[src/rtl/uart_tx_arb_pkg.sv]
// rtl/uart_tx_arb_pkg.sv - shared state encoding and width helpers for the UART TX arbiter.
package uart_tx_arb_pkg;

  typedef enum logic [1:0] {
    ST_IDLE   = 2'd0,
    ST_SEND   = 2'd1,
    ST_DRAIN  = 2'd2,
    ST_LOCKED = 2'd3
  } arb_state_e;

  function automatic int idx_width(input int n);
    return (n > 1) ? $clog2(n) : 1;
  endfunction

  function automatic int cnt_width(input int t);
    return (t > 0) ? $clog2(t + 1) : 1;
  endfunction

endpackage

[src/rtl/uart_arb_pick.sv]
// rtl/uart_arb_pick.sv - combinational round-robin picker, search starts just after last.
module uart_arb_pick
  import uart_tx_arb_pkg::*;
#(
  parameter int N  = 4,
  parameter int IW = idx_width(N)
) (
  input  logic [N-1:0]  req,
  input  logic [IW-1:0] last,
  output logic [N-1:0]  win_oh,
  output logic [IW-1:0] win_idx,
  output logic          win_valid
);

  logic [IW-1:0] cand;

  always_comb begin
    win_oh    = '0;
    win_idx   = '0;
    win_valid = 1'b0;
    cand      = '0;
    for (int k = 1; k <= N; k++) begin
      cand = IW'((int'(last) + k) % N);
      if (!win_valid && req[cand]) begin
        win_valid    = 1'b1;
        win_oh[cand] = 1'b1;
        win_idx      = cand;
      end
    end
  end

endmodule

[src/rtl/uart_tx_arb.sv]
// rtl/uart_tx_arb.sv - round-robin arbiter sharing one UART transmitter among N byte requesters.
module uart_tx_arb
  import uart_tx_arb_pkg::*;
#(
  parameter int N           = 4,
  parameter int LockTimeout = 1023
) (
  input  logic             clk,
  input  logic             reset,
  input  logic [N-1:0]     req,
  input  logic [N-1:0]     more,
  input  logic [8*N-1:0]   data,
  output logic [N-1:0]     ack,
  output logic [N-1:0]     grant,
  output logic             busy,
  output logic [7:0]       uart_din,
  output logic             uart_send,
  input  logic             uart_txbusy
);

  localparam int IW = idx_width(N);
  localparam int CW = cnt_width(LockTimeout);
  localparam logic LOCK_EN = (LockTimeout != 0);
  localparam logic [CW-1:0] CNT_MAX = CW'(LockTimeout);

  arb_state_e    state_q, state_d;
  logic [IW-1:0] last_q, last_d;
  logic [IW-1:0] owner_q, owner_d;
  logic [N-1:0]  grant_q, grant_d;
  logic [N-1:0]  ack_q, ack_d;
  logic [7:0]    din_q, din_d;
  logic          lock_q, lock_d;
  logic          send_q, send_d;
  logic          busy_q, busy_d;
  logic [CW-1:0] cnt_q, cnt_d;

  logic [N-1:0]  pick_oh;
  logic [IW-1:0] pick_idx;
  logic          pick_valid;

  uart_arb_pick #(.N(N), .IW(IW)) u_pick (
    .req       (req),
    .last      (last_q),
    .win_oh    (pick_oh),
    .win_idx   (pick_idx),
    .win_valid (pick_valid)
  );

  always_comb begin
    state_d = state_q;
    last_d  = last_q;
    owner_d = owner_q;
    grant_d = grant_q;
    ack_d   = '0;
    din_d   = din_q;
    lock_d  = lock_q;
    send_d  = send_q;
    cnt_d   = cnt_q;
    case (state_q)
      ST_IDLE: begin
        // A byte may still be leaving the UART after reset, so never grant over txbusy.
        if (!uart_txbusy && pick_valid) begin
          owner_d = pick_idx;
          grant_d = pick_oh;
          ack_d   = pick_oh;
          din_d   = data[8*pick_idx +: 8];
          lock_d  = LOCK_EN & more[pick_idx];
          send_d  = 1'b1;
          state_d = ST_SEND;
        end
      end
      ST_SEND: begin
        if (uart_txbusy) begin
          send_d  = 1'b0;
          state_d = ST_DRAIN;
        end
      end
      ST_DRAIN: begin
        if (!uart_txbusy) begin
          if (!lock_q) begin
            grant_d = '0;
            last_d  = owner_q;
            state_d = ST_IDLE;
          end else if (req[owner_q]) begin
            ack_d   = grant_q;
            din_d   = data[8*owner_q +: 8];
            lock_d  = LOCK_EN & more[owner_q];
            send_d  = 1'b1;
            state_d = ST_SEND;
          end else begin
            cnt_d   = '0;
            state_d = ST_LOCKED;
          end
        end
      end
      ST_LOCKED: begin
        // Only the owner is listened to; the counter stops at CNT_MAX so it cannot wrap.
        if (req[owner_q]) begin
          ack_d   = grant_q;
          din_d   = data[8*owner_q +: 8];
          lock_d  = LOCK_EN & more[owner_q];
          send_d  = 1'b1;
          state_d = ST_SEND;
        end else if (cnt_q == CNT_MAX) begin
          grant_d = '0;
          last_d  = owner_q;
          lock_d  = 1'b0;
          state_d = ST_IDLE;
        end else begin
          cnt_d = cnt_q + 1'b1;
        end
      end
      default: state_d = ST_IDLE;
    endcase
    busy_d = (state_d != ST_IDLE);
  end

  always_ff @(posedge clk or negedge reset) begin
    if (!reset) begin
      state_q <= ST_IDLE;
      last_q  <= IW'(N - 1);
      owner_q <= '0;
      grant_q <= '0;
      ack_q   <= '0;
      din_q   <= '0;
      lock_q  <= 1'b0;
      send_q  <= 1'b0;
      busy_q  <= 1'b0;
      cnt_q   <= '0;
    end else begin
      state_q <= state_d;
      last_q  <= last_d;
      owner_q <= owner_d;
      grant_q <= grant_d;
      ack_q   <= ack_d;
      din_q   <= din_d;
      lock_q  <= lock_d;
      send_q  <= send_d;
      busy_q  <= busy_d;
      cnt_q   <= cnt_d;
    end
  end

  assign ack       = ack_q;
  assign grant     = grant_q;
  assign busy      = busy_q;
  assign uart_din  = din_q;
  assign uart_send = send_q;

endmodule

[config.mk]
export PLATFORM = sky130hd
export DESIGN_NAME = uart_tx_arb
export DESIGN_NICKNAME = d
export VERILOG_FILES = /design/src/rtl/uart_tx_arb_pkg.sv /design/src/rtl/uart_arb_pick.sv /design/src/rtl/uart_tx_arb.sv
export SDC_FILE = /design/constraint.sdc
export NUM_CORES = 1
export LEC_CHECK = 0
export CORE_MARGIN = 4
export CORE_UTILIZATION = 52
export CTS_BUF_LIST = sky130_fd_sc_hd__clkbuf_4 sky130_fd_sc_hd__clkbuf_8
export DETAILED_ROUTE_END_ITERATION = 10
export HOLD_SLACK_MARGIN = 0.15
export PLACE_DENSITY = 0.83
export SLEW_MARGIN = 30
export SYNTH_ARGS = -nofsm -noshare
export SYNTH_HDL_FRONTEND = slang
export SYNTH_SLANG_ARGS = --single-unit
export TNS_END_PERCENT = 1
[constraint.sdc]
create_clock -name clk -period 4.1 [get_ports clk]
set_input_delay 0.82 -clock clk [delete_from_list [all_inputs] [get_ports clk]]
set_output_delay 0.82 -clock clk [all_outputs]
set_load 0.01 [all_outputs]
Word level (Yosys, flattened, before mapping)
Cells that the tools add are included.

Output and inout port bits: 18. Bits of input ports: 43. Register bits: 35. Word-level logic and storage cells: 149.

Shift operators: 2. Equal/unequal tests: 14. Multiplexer cells: 82. Magnitude comparators: 10. Reductions and logical operators: 23. $add $sub $neg: 5. Bitwise gates (word level): 3.

Operators with widths (number): 32-bit by 6-bit indexed part select with 8-bit output (2); 4-bit 2-to-1 mux (13); 10-bit 2-to-1 mux (5); 8-bit 2-to-1 mux (4); 2-bit 2-to-1 mux (15); 1-bit 2-to-1 mux (26); 4-bit case mux with 3 select lines (2); 8-bit case mux with 3 select lines (1); 10-bit case mux with 2 select lines (1); 2-bit by 3-bit < comparator with 1-bit output (second input constant) (6); 2-bit inequality test (second input constant) (9); 1-bit binary-select mux with 2-bit select (7); 4-bit bitwise OR (3); 4-bit AND reduction (3); 6-bit AND reduction (2); 10-bit by 1-bit adder with 10-bit output (second input constant) (1); 10-bit == test (second input constant) (1); 1-bit demux with 2-bit select (4); 2-bit by 1-bit greater-or-equal comparator with 1-bit output (second input constant) (4); 1-bit logical AND (8); 2-bit case mux with 4 select lines (1); 5-bit AND reduction (1); 2-bit by 1-bit adder with 2-bit output (second input constant) (2); 2-bit adder (second input constant) (2); other kinds (11) (16).

Logic depth before layout (Yosys ltp)
Depth in word-level cells: 17. Depth in mapped cells: 13. Gate-level depth less buffers: 9.

Cells and area by module
A second synthesis with hierarchy kept.

Cells, all modules: 258. Area, all modules: 2626.3 sq um.

Modules (own cells, without submodules): uart_tx_arb (cells an instance 172, sequential area each 878.3 sq um, area an instance 1996.9 sq um, instances 1); uart_arb_pick (cells an instance 86, sequential area each 0.0 sq um, area an instance 629.4 sq um, instances 1).

Least setup slack after synthesis
OpenSTA, ideal clock, no wires.

Path kind: flip-flop to flip-flop. Start point: register last_q[0]. End point: register din_q[0], in the netlist uart_din[0]. Data arrival time: 3.545 ns. Period minus slack after synthesis: 3.670 ns. Library setup time: 0.125 ns. Data required time: 3.975 ns. Path buffers: 3. Stages on the path, launching flop included: 12. Slack: 0.430 ns. Path through: dfstp_2 -> buf_6 -> clkbuf_1 -> inv_1 -> ha_1 -> clkbuf_1 -> mux4_2 -> or2_4 -> or3_4 -> a31oi_4 -> mux2i_1 -> mux2_4.

Longest elaborated chain between the ends: 16. Elaborated cells between the ends (all ways): 32. Classes of those cells: 4 x add/sub; 1 x eq/ne; 1 x shift; 18 x mux; 8 x reduce/logical.

RTL lines: start: declaration (RTL line uart_tx_arb.sv:27) `logic [IW-1:0] last_q, last_d;`; start signal: assignment (RTL line uart_tx_arb.sv:121) `last_q <= IW'(N - 1);`; start signal: assignment (RTL line uart_tx_arb.sv:132) `last_q <= last_d;`; 2-bit by 1-bit adder with 2-bit output (RTL line uart_arb_pick.sv:23) `cand = IW'((int'(last) + k) % N);`; 1-bit binary-select mux with 2-bit select (RTL line uart_arb_pick.sv:24) `if (!win_valid && req[cand]) begin`; 1-bit 2-to-1 mux (implied by the code) (RTL line uart_arb_pick.sv:24); 1-bit 2-to-1 mux (RTL line uart_arb_pick.sv:24); 1-bit logical NOT (RTL line uart_arb_pick.sv:24); 1-bit logical AND (RTL line uart_arb_pick.sv:24); 1-bit 2-to-1 mux (RTL line uart_arb_pick.sv:24); 1-bit logical NOT (RTL line uart_arb_pick.sv:24); 1-bit logical AND (RTL line uart_arb_pick.sv:24); 1-bit 2-to-1 mux (RTL line uart_arb_pick.sv:24); 1-bit logical NOT (RTL line uart_arb_pick.sv:24); 1-bit logical AND (RTL line uart_arb_pick.sv:24); 2-bit 2-to-1 mux or 1-bit 2-to-1 mux (tied branches) (RTL line uart_arb_pick.sv:24); 32-bit by 6-bit indexed part select with 8-bit output or 1-bit logical AND (tied branches) (RTL line uart_tx_arb.sv:66, uart_tx_arb.sv:62); 8-bit 2-to-1 mux or 2-bit inequality test (tied branches); 8-bit case mux with 3 select lines or 4-bit AND reduction (tied branches); end signal: assignment (RTL line uart_tx_arb.sv:136) `din_q <= din_d;`; end: declaration (RTL line uart_tx_arb.sv:31) `logic [7:0] din_q, din_d;`.

Parallel ways exist; a longest one is shown, timed or not. The select of a mux whose other input is x is not followed. A chain may end at the register's enable or synchronous reset.

Worst setup path in the final report
Start point: register last_q[1]. End point: register din_q[4], in the netlist uart_din[4].

The elaborated chain is that of the path after synthesis.

==> Implementation_results.wiki <==
{| class="wikitable"
! Metric !! Value
|-
| Status || finished clean
|-
| Required time of the worst setup path || 4.27 ns
|-
| Leading cell type in the layout, fill and taps excluded || clkdlybuf4s50_1
|-
| Global-route congestion overflow total || 0
|-
| TritonCTS buffer count || 5
|-
| Post-detailed-route wirelength per cell || 15.5 µm
|-
| Final design area excluding fillers || 3320 µm²
|-
| Highest Clock Rate || 271 MHz
|-
| Synthesized-area fraction occupied by adder cells || 4.36%
|-
| Maximum single-stage delay on the critical path || 0.67 ns
|-
| RSZ-0062 raised after global routing || false
|-
| Peak ir drop on the vdd network || 0.495 mV
|-
| Mux cell area share after synthesis || 23.7%
|-
| Count of boundary I/O pins || 61
|-
| N_diodes || 0
|-
| Number of distinct standard cells referenced by the synthesized netlist || 45
|-
| Headroom to the max-slew limit || 41.5%
|-
| Leak Pwr || 1.42 nW
|-
| Post-synthesis instance area || 2580 µm²
|-
| Destination of the worst hold path || uart_send
|-
| Number of input and output port buffers inserted || 60
|-
| Post-route DRC || 0
|-
| Antenna-violating nets left || 0
|-
| Critical-path cell list || inv_1, ha_1, mux4_2, or2_4, nor3_1, nor4_2, nor2b_1, a21oi_4, mux2_4
|-
| Most used flip-flop cell after synthesis || dfrtp_1
|-
| FF-to-FF setup slack || 0.41 ns
|-
| Number of instances resized during post-cts repair || 0
|-
| Gate count of the mapped netlist || 264
|-
| Overall routed net length || 6.03 mm
|-
| DIE AREA || 6160 µm²
|-
| Overall die height || 78.5 µm
|-
| Largest family of logic cells by synthesized area || multiplexers
|-
| Ratio of total power to cell area || 761 nW/µm²
|-
| Category of the most critical setup path || register to register
|-
| Share of total power in the clock network || 10.0%
|-
| Synthesized-area fraction occupied by ao, oa, aoi and oai cells || 16.3%
|-
| Kind of capture point of the worst setup path || register
|-
| Final count of hold timing violations || 0
|-
| Worst r2r path cells || 9
|-
| YS warnings || 0
|-
| Maximum clock insertion buffer count || 2
|-
| Via density per instance || 5.64
|-
| Synth-to-Final Area Change || 28.5%
|-
| Number of violations reported at the end of detailed-routing iteration 0 || 104
|-
| Number of placement rows || 25
|-
| Destination of the worst register-to-register timing path || uart_din[4]
|-
| Sum of net half-perimeters after detailed placement || 4.59 mm
|-
| Number of antenna violations at the first check in global routing || 0
|-
| Number of pins with negative max-slew slack in the final report || 0
|-
| Post-CTS setup-driven buffer insertion count || 0
|-
| Routed length on met3 || 375 µm
|-
| Effective utilization at floorplan || 54.4%
|-
| Number of cells after detailed placement || 381
|-
| Max Cap Violations || 0
|-
| Total of fill cells in the finished design || 386
|-
| Hold depth || 1
|-
| Startpoint of the lowest-slack register-to-register path || last_q[1]
|-
| Ratio of final minimum period to clock period || 90.0%
|-
| Root cell of the clock tree || clkbuf_8
|-
| Sum of negative setup slack || 0 ns
|-
| Pin count of the biggest net entering global routing || 36
|-
| Worst endpoint data arrival time || 3.86 ns
|-
| Number of levels in the clock H-tree || 2
|-
| Wire length of the first global-routing pass || 10.1 mm
|-
| Commonest non-fill, non-tap cells in the layout || clkdlybuf4s50_1, dfrtp_1, mux2i_1
|-
| Non-filler instance count after layout || 388
|-
| Total number of nets in the final design || 373
|-
| Routed metal-1 wirelength || 2.68 mm
|-
| Proportion of total power due to net switching || 42.4%
|-
| Fraction of layout instances using a drive strength above 1 || 13.4%
|-
| Worst clock skew on the final layout || 0.00545 ns
|-
| Hold-fix buffers, CTS || 0
|-
| Worst-path clk slew || 0.07 ns
|-
| Global routing usage summed across all routing layers || 20.8%
|-
| Hold Crit Start || uart_send
|-
| Power share of the combinational group || 64.7%
|-
| Placeable core region || 4750 µm²
|-
| Number of buffers and inverters on the critical path || 1
|-
| Part of the power in registers || 25.3%
|-
| Fraction of synthesized cell area in xor and xnor cells || 2.71%
|-
| Number of enable-type register cells in the synthesized netlist || 0
|-
| Clock period minus worst slack || 3.69 ns
|-
| X dimension of the die || 78.5 µm
|-
| Startpoint types || register
|-
| Vias in the first global route || 2066
|-
| Proportion of synthesized flip-flops having asynchronous set or reset || 100%
|-
| Switch Pwr || 0.00107 W
|-
| Met2 wire length || 2.86 mm
|-
| Register bit total from synthesis || 35
|-
| Top routing layer used || met4
|-
| Number of vias in the routed layout || 2189
|-
| Cell class contributing the biggest share of worst-path delay || simple AND/OR/NAND/NOR gates
|-
| Placement-stage cell area || 3230 µm²
|-
| TritonCTS clock tree || built
|-
| Portion of the post-synthesis area used by sequential elements || 34.0%
|-
| Cell Int Power || 0.00146 W
|-
| Synthesized net count || 316
|-
| Post-Synth Simple-Gate Area || 14.8%
|-
| Library cell contributing the largest single delay on the critical path || mux4_2
|-
| Actual transition at the worst max-transition pin || 0.871 ns
|-
| Avg Cell Area, Syn || 9.79 µm²
|-
| Critical Path Fanout Max || 12
|-
| Worst min-delay path category || register to register
|-
| RD Place Congestion || 0.868
|-
| Clk_lat worst skew || 0.29 ns
|-
| First drt pass iteration count || 4
|-
| Total of endpoints with negative setup slack in the final report || 0
|-
| CTS sink count || 35
|}
-- area by class of cell --
cell class	count	area (µm²)	share of cell area, %
multi-input cells	204	1600	48.3
flip-flops and latches	35	878	26.5
repair buffers	63	623	18.8
well taps	67	83.8	2.52
clock buffers	6	82.6	2.49
inverters	12	45.0	1.36
clock inverters	1	5.00	0.151
-- worst reg2reg max path: stages (launching register included) --
cell and delay [ns]:
dfstp_2 0.65, inv_1 0.15, ha_1 0.46, mux4_2 0.68, or2_4 0.29, nor3_1 0.42, nor4_2 0.20, nor2b_1 0.25
a21oi_4 0.11, mux2_4 0.36
-- power groups by stage --
stage / Combinational (W) / Clock [W] / Sequential (W)
after floorplan: 0.00128 / 0 / 0.000593
after global placement: 0.00159 / 0 / 0.000639
after detailed placement: 0.00163 / 0 / 0.000644
after CTS: 0.00164 / 0.000258 / 0.000638
after global routing: 0.00178 / 0.000281 / 0.000664
final: 0.00163 / 0.000253 / 0.000639
-- Yosys cell counts, types with 5 or more instances --
| library cell | instances | area [µm²] |
|---|---|---|
| dfrtp_1 | 33 | 826 |
| mux2i_1 | 29 | 290 |
| nor2_1 | 25 | 93.8 |
| nand2_1 | 19 | 71.3 |
| o21ai_0 | 19 | 95.1 |
| inv_1 | 12 | 45.0 |
| clkbuf_1 | 11 | 41.3 |
| a21oi_1 | 10 | 50.1 |
| ha_1 | 9 | 113 |
| mux2_2 | 8 | 90.1 |
| mux2_4 | 8 | 120 |
| nor2b_1 | 7 | 43.8 |
| nor3_1 | 6 | 30.0 |
| mux4_2 | 5 | 113 |
| nand4_1 | 5 | 31.3 |
| xor2_1 | 5 | 43.8 |
-- worst max path at each step --
stage,endpoint,depth (start not counted),from,slack (ns)
3_5_place_dp,uart_din[4],8,req[3],0.30
2_1_floorplan,uart_din[0],11,last_q[0],0.43
5_1_grt,uart_din[7],9,last_q[1],0.20
4_1_cts,uart_din[4],9,last_q[1],0.42
6_report,uart_din[4],9,last_q[1],0.41
3_3_place_gp,uart_din[4],8,req[3],0.37
-- cell families after synthesis --
family / Yosys count
AO/OA/AOI/OAI: 59
XOR/XNOR: 8
adder cells (fa/ha/maj): 9
buffers and inverters: 25
flip-flops: 35
multiplexers: 50
AND/OR/NAND/NOR: 78
-- routing by layer --
metal  global-route usage, %  vias to the layer above
li1                        -                     1068
met1                    27.4                     1028
met2                    33.9                       84
met3                    4.01                        9
met4                    7.69                        0
met5                       0                        -
-- through the flow --
step           hold WS [ns]  utilization [%]  worst slack (ns)  power [W]
2_1_floorplan         0.510                -             0.430    0.00187
3_3_place_gp          0.494             67.9             0.371    0.00222
3_5_place_dp          0.495             67.9             0.304    0.00227
4_1_cts               0.511             69.7             0.418    0.00253
5_1_grt               0.535             69.8             0.199    0.00272
6_report              0.507             69.8             0.412    0.00253
-- sequential cells by signal (all words and copies together), names as in the netlist --
name,cells
owner_q,2
cnt_q,10
busy,1
ack,4
state_q,2
lock_q,1
uart_din,8
uart_send,1
last_q,2
grant,4
Note: power is estimated with default switching activity, not from simulation.
